### src/rtl/adder32.sv
// 32-bit add datapath for the X-RISC ALU: eight 4-bit lookahead groups with
// rippled group carries, one register stage for the sum, carry, overflow and zero flags.

module adder32_cla4 (
   input  logic [3:0] a,
   input  logic [3:0] b,
   input  logic       ci,
   output logic [3:0] s,
   output logic       co
);
   logic [3:0] p, g, c;
   logic       grp_p, grp_g;

   assign p = a ^ b;
   assign g = a & b;

   assign c[0] = ci;
   assign c[1] = g[0] | (p[0] & ci);
   assign c[2] = g[1] | (p[1] & g[0]) | (p[1] & p[0] & ci);
   assign c[3] = g[2] | (p[2] & g[1]) | (p[2] & p[1] & g[0]) | (p[2] & p[1] & p[0] & ci);

   assign grp_p = &p;
   assign grp_g = g[3] | (p[3] & g[2]) | (p[3] & p[2] & g[1]) | (p[3] & p[2] & p[1] & g[0]);

   assign co = grp_g | (grp_p & ci);
   assign s  = p ^ c;
endmodule

module adder32 (
   input  logic        clk,
   input  logic        rst,
   input  logic        in_valid,
   input  logic [31:0] a,
   input  logic [31:0] b,
   output logic [31:0] c,
   output logic        C_out,
   output logic        overflow,
   output logic        zero,
   output logic        out_valid
);
   localparam int GROUPS = 8;

   logic [GROUPS:0]        gc;
   logic [GROUPS-1:0][3:0] gs;
   logic [31:0]            sum;
   logic                   ovf_nxt;

   assign gc[0] = 1'b0;

   for (genvar i = 0; i < GROUPS; i++) begin : g_grp
      adder32_cla4 u_grp (
         .a  (a[4*i +: 4]),
         .b  (b[4*i +: 4]),
         .ci (gc[i]),
         .s  (gs[i]),
         .co (gc[i+1])
      );
   end

   assign sum = gs;
   // carry into bit 31 is recovered from the sum bit itself: s31 ^ a31 ^ b31
   assign ovf_nxt = sum[31] ^ a[31] ^ b[31] ^ gc[GROUPS];

   always_ff @(posedge clk) begin
      if (rst) begin
         c         <= '0;
         C_out     <= 1'b0;
         overflow  <= 1'b0;
         zero      <= 1'b1;
         out_valid <= 1'b0;
      end else begin
         out_valid <= in_valid;
         if (in_valid) begin
            c        <= sum;
            C_out    <= gc[GROUPS];
            overflow <= ovf_nxt;
            zero     <= (sum == 32'd0);
         end
      end
   end
endmodule

### config.mk
export PLATFORM = sky130hd
export DESIGN_NAME = adder32
export DESIGN_NICKNAME = d
export VERILOG_FILES = /design/src/rtl/adder32.sv
export SDC_FILE = /design/constraint.sdc
export NUM_CORES = 1
export LEC_CHECK = 0
export CAP_MARGIN = 20
export CORE_MARGIN = 2
export CORE_UTILIZATION = 44
export CTS_CLUSTER_SIZE = 20
export DETAILED_ROUTE_END_ITERATION = 16
export GPL_ROUTABILITY_DRIVEN = 0
export PLACE_DENSITY_LB_ADDON = 0.08
export RECOVER_POWER = 50
export REMOVE_ABC_BUFFERS = 1
export SLEW_MARGIN = 10
export SYNTH_ARGS = -nofsm -noshare
export SYNTH_HDL_FRONTEND = slang
export SYNTH_HIERARCHICAL = 1
export SYNTH_SLANG_ARGS = --single-unit
### constraint.sdc
create_clock -name clk -period 8.5 [get_ports clk]
set_input_delay 1.7 -clock clk [delete_from_list [all_inputs] [get_ports clk]]
set_output_delay 1.7 -clock clk [all_outputs]
set_load 0.1 [all_outputs]
==> results of run 1 <==
cells in the final DEF (no fill, tap or decap), drive strengths merged, types with 2 or more instances in the layout:
cell	instances
fa	8
nor4	6
conb	2
clkbuf	8
a31o	8
inv	33
a21o	24
dfxtp	36
mux2i	33
xor2	8
a21oi	9
xnor2	19
nor2	36
clkdlybuf4s50	70
ha	32
dlygate4sd3	31
sequential cells by signal, indices dropped and copies added (netlist names):
register and count:
zero 1, C_out 1, c 32, overflow 1, out_valid 1
worst paths after layout:
kind,from,end,cells past startpoint
setup / recovery,a[2],zero,29
hold / removal,zero,zero,2
setup reg to reg,overflow,overflow,2
hold reg to reg,zero,zero,2
final cells by class:
cell class | count | share of cell area
multi-input cells | 192 | 0.446
repair buffers | 103 | 0.276
flip-flops and latches | 36 | 0.194
inverters | 33 | 0.0334
clock buffers | 7 | 0.0260
well taps | 72 | 0.0243
critical path, delay by kind of cell:
family	cells	cell delay [ps]
compound gates	24	4810
xor+xnor	1	180
fa+ha+maj	1	340
buf+inv	1	400
simple gates	2	380
metrics by stage:
stage | util | power, W
after floorplan | - | 0.000451
after global placement | 0.652 | 0.000547
after detailed placement | 0.652 | 0.000551
after CTS | 0.669 | 0.000685
after global routing | 0.669 | 0.000711
final | 0.669 | 0.000670
power by group:
part | internal, W | switching, W | total, W
logic | 0.000116 | 0.000227 | 0.000343
registers | 0.000188 | 0.00000970 | 0.000198
clock network | 0.0000721 | 0.0000573 | 0.000129
routing by layer:
metal / up-vias / share of wire / GRT usage
li1: 1105 / - / -
met1: 1013 / 0.43 / 0.208
met2: 65 / 0.49 / 0.320
met3: 10 / 0.069 / 0.0486
met4: 0 / 0.016 / 0.0610
met5: - / 0 / 0
cell families after synthesis:
kind of cell,share of synthesized area
simple gates,0.0816
compound gates,0.122
buf+inv,0.0684
fa+ha+maj,0.220
flops,0.283
mux,0.130
xor+xnor,0.0930
other cells,0.00147
==> results_dict.tcl, run 1 <==
set metrics [dict create \
    holdWs_ps 474 \
    yosys_warnings 6 \
    cts_inserted_buffers 5 \
    drcViolationCount 0 \
    numClockSinks 36 \
    grt_pass1_wl_um 8960 \
    synth_top_area_cell "dfxtp_1" \
    clock_path_buffers 2 \
    std_cell_rows 27 \
    cts_hold_buffers 0 \
    violations "max-capacitance violations, max-slew violations" \
    vias_per_cell 4.95 \
    post_cts_buffers 0 \
    end_kind "flip-flop" \
    synth-edff-count 0 \
    maxCapViolCount 1 \
    die-height_um 80.0 \
    path_clk_slew_ps 60 \
    cp_max_fo 3 \
    fin_nets 478 \
    netlist_instances 268 \
    setup_violations 0 \
    placedInstanceArea_um2 3610 \
    routed_wirelength_um 5640 \
    synthTopCellsByArea "dfxtp_1, ha_1, mux2i_1, a21o_1, xnor2_1" \
    cp-start-kind "input port" \
    cts_resized 0 \
    max_stage_delay_ps 400 \
    cp.arrival_ps 7850 \
    ys_types 24 \
    ir_drop_uv 110 \
    slowest_stage "clkdlybuf4s50_1" \
    antenna_left 0 \
    synth-async-reset-ratio 0 \
    multi_input_area_um2 1650 \
    seqCellArea_um2 721 \
    chipWidth_um 80.0 \
    worst_slew_pin_slew_ps 2550 \
    wl_per_cell_um 12.7 \
    initial_core_util 0.459 \
    gr-total-overflow 0 \
    ys_seq_elements 36 \
    rsz0062_at_grt "false" \
    core_um2 5540 \
    first_pass_iters 5 \
    antenna_found_initial 0 \
    drive_gt1_frac 0.0243 \
    grt_usage 0.180 \
    dp_cells 436 \
    first_global_vias 2101 \
    setup_ws_ps 855 \
    syn_area_per_cell_um2 9.49 \
    path_class "in2reg" \
    die_area_um2 6410 \
    clock_latency_ps 290 \
    syn_to_final_growth_pct 45.7 \
    period_share 0.899 \
    io_pins 103 \
    syn_area_um2 2540 \
    timing.final.crit_period_ps 7640 \
    crit_path_frequent_cell "a21o_1" \
    ys.flop_type "dfxtp_1" \
    finalSetupTns_ps 0 \
    maxSlewHeadroom -0.698 \
    dp_hpwl_um 4610 \
    place_ws_ps 556 \
    cts_root_buffer "clkbuf_8" \
    fillCellCount 499 \
    grt_max_degree 38 \
    timing.fmax_mhz 131 \
    fin_skew_ps 0 \
    run_status "finished, violations left" \
    layout.cells.non_filler 443 \
    leakage_nw 1.86 \
    vias 2193 \
    min_path_type "reg2reg" \
    synth_common_cells "dfxtp_1, nor2_1, inv_1, mux2i_1, ha_1" \
    cellPowerDensity_nw_per_um2 181 \
    h-tree-depth 2 \
    fin_area_um2 3710 \
    ff2ff_setup_slack_ps 7720 \
    io_buffers 102 \
    synth_top_area_frac 0.283 \
    critPathRequiredTime_ps 8700 \
    slew_viol_final 38 \
    first_iter_violations 79 \
    hold_viol 0 \
    cts_tree "yes" \
    diodes 0 \
    synth.yosys.seq_area_share 0.283 \
]
(Power assumes the default switching activity.)
==> run 2, diff against run 1 <==
--- a/config.mk
+++ b/config.mk
@@ -6,7 +6,6 @@
 export NUM_CORES = 1
 export LEC_CHECK = 0
 export CAP_MARGIN = 20
-export CORE_MARGIN = 2
 export CORE_UTILIZATION = 44
 export CTS_CLUSTER_SIZE = 20
 export DETAILED_ROUTE_END_ITERATION = 16
==> run 2 against run 1 <==
  * The run still ends with max-capacitance violations, max-slew violations left
  * Sequential share of layout area hardly changed
  * Non-clock buffer count stayed put
  * Critical path depth stayed put
  * Worst setup slack worse by 23 ps
  * Via count fell by 1.6%
  * Core utilization down 0.11 points
  * Sequential power is essentially flat
  * Final cell count up 0.23%
  * Register-to-register slack hardly changed
  * Maximum frequency shrank 0.30%
  * Power decreased by 0.88%
  * Largest power group unchanged
  * Highest routed layer unchanged
==> results_dict.tcl, run 2 (synthesized netlist as in run 1, its figures left out) <==
set metrics [dict create \
    run_status "finished, violations left" \
    violations "max-capacitance violations, max-slew violations" \
    diodes 0 \
    setup_violations 0 \
    ir_drop_uv 116 \
    leakage_nw 1.86 \
    cellPowerDensity_nw_per_um2 180 \
    path_delay_family "compound AO/OA/AOI/OAI gates" \
    vias 2157 \
    worst_slew_pin_slew_ps 2560 \
    hold_path.startpoint "zero" \
    largest_register "c" \
    final_cell_mix "clkdlybuf4s50_1, dfxtp_1, nor2_1" \
    vias_per_cell 4.86 \
    min_path_type "reg2reg" \
    fin_skew_ps 0 \
    cts_inserted_buffers 5 \
    cts_resized 0 \
    initial_core_util 0.459 \
    cts_root_buffer "clkbuf_8" \
    whs_endpoint "zero" \
    max_stage_delay_ps 400 \
    ff2ff_path_depth 2 \
    first_iter_violations 76 \
    clock_latency_ps 280 \
    first_global_vias 2038 \
    cp_max_fo 3 \
    fin_nets 478 \
    grt_pass1_wl_um 9290 \
    largest_reg_flops 32 \
    grt_usage 0.194 \
    timing.fmax_mhz 130 \
    slew_viol_final 38 \
    cts_hold_buffers 0 \
    crit_path_frequent_cell "a21o_1" \
    path_class "in2reg" \
    first_pass_iters 4 \
    cp.arrival_ps 7720 \
    end_kind "flip-flop" \
    die_area_um2 6090 \
    timing.final.crit_period_ps 7670 \
    p_total_w 0.000664 \
    final_common_cell "clkdlybuf4s50_1" \
    clock_path_buffers 2 \
    routed_wirelength_um 5600 \
    path_clk_slew_ps 70 \
    ff2ff_setup_slack_ps 7730 \
    fillCellCount 487 \
    antenna_left 0 \
    io_pins 103 \
    std_cell_rows 27 \
    rsz0062_at_grt "false" \
    io_buffers 102 \
    syn_to_final_growth_pct 45.5 \
    critPathRequiredTime_ps 8550 \
    slowest_stage "clkdlybuf4s50_1" \
    cts_tree "yes" \
    gr-total-overflow 0 \
    numClockSinks 36 \
    chipWidth_um 78.0 \
    drive_gt1_frac 0.0215 \
    drcViolationCount 0 \
    antenna_found_initial 0 \
    core_um2 5540 \
    cp_num_buf_inv 1 \
    dp_hpwl_um 4490 \
    fin_area_um2 3700 \
    wl_per_cell_um 12.6 \
    cp-start-kind "input port" \
    r2r_start "overflow" \
    grt_max_degree 38 \
    post_cts_buffers 0 \
    die-height_um 78.0 \
    period_share 0.902 \
    placedInstanceArea_um2 3610 \
    hold_depth 2 \
    hold_viol 0 \
    maxCapViolCount 1 \
    finalSetupTns_ps 0 \
    maxSlewHeadroom -0.704 \
    r2r-end "overflow" \
    h-tree-depth 2 \
]
## run 2: cell count changes in the layout (fill, tap and decap cells not counted)
cell	change
clkbuf_8	-1
clkbuf_1	+2
## run 2: worst max path at each step
stage / start / to / cells past startpoint
global placement: a[2] / zero / 29
detailed placement: a[2] / zero / 29
finish: a[2] / overflow / 29
global route: a[2] / zero / 29
CTS: a[2] / zero / 29
floorplan: a[2] / zero / 28
## run 2: area by class of cell
class / instances / area [um^2] / area share
Clock buffer: 8 / 90.1 / 0.0243
Inverter: 33 / 124 / 0.0335
Multi-Input combinational cell: 192 / 1650 / 0.447
Sequential cell: 36 / 721 / 0.195
Tap cell: 72 / 90.1 / 0.0243
Timing Repair Buffer: 103 / 1020 / 0.276
## run 2: worst reg2reg max path, cell delays in order (launching register included)
cell and delay [ps]:
dfxtp_1 350, nor2_1 50, a211oi_1 280
## run 2: metal layers
| metal | wire [um] | GRT usage | up-vias | part of all wire |
|---|---|---|---|---|
| met3 | 335 | 0.0453 | 4 | 0.060 |
| met5 | 0 | 0 | - | 0 |
| li1 | - | - | 1114 | - |
| met1 | 2500 | 0.244 | 975 | 0.45 |
| met4 | 50 | 0.0500 | 0 | 0.0089 |
| met2 | 2710 | 0.334 | 64 | 0.48 |
## run 2: per-stage QoR
stage | instances | setup slack, ps | hold WS (ps) | util
detailed placement | 436 | 573 | 473 | 0.652
finish | 444 | 833 | 485 | 0.668
global placement | 436 | 684 | 458 | 0.652
floorplan | 261 | 1330 | 918 | -
global route | 444 | 447 | 510 | 0.668
CTS | 444 | 857 | 490 | 0.668
## run 2: power breakdown
group | switching, W | leakage (nW) | internal, W
logic | 0.000226 | 1.51 | 0.000116
registers | 0.00000932 | 0.298 | 0.000188
clock network | 0.0000580 | 0.0455 | 0.0000661
total | 0.000294 | 1.86 | 0.000370
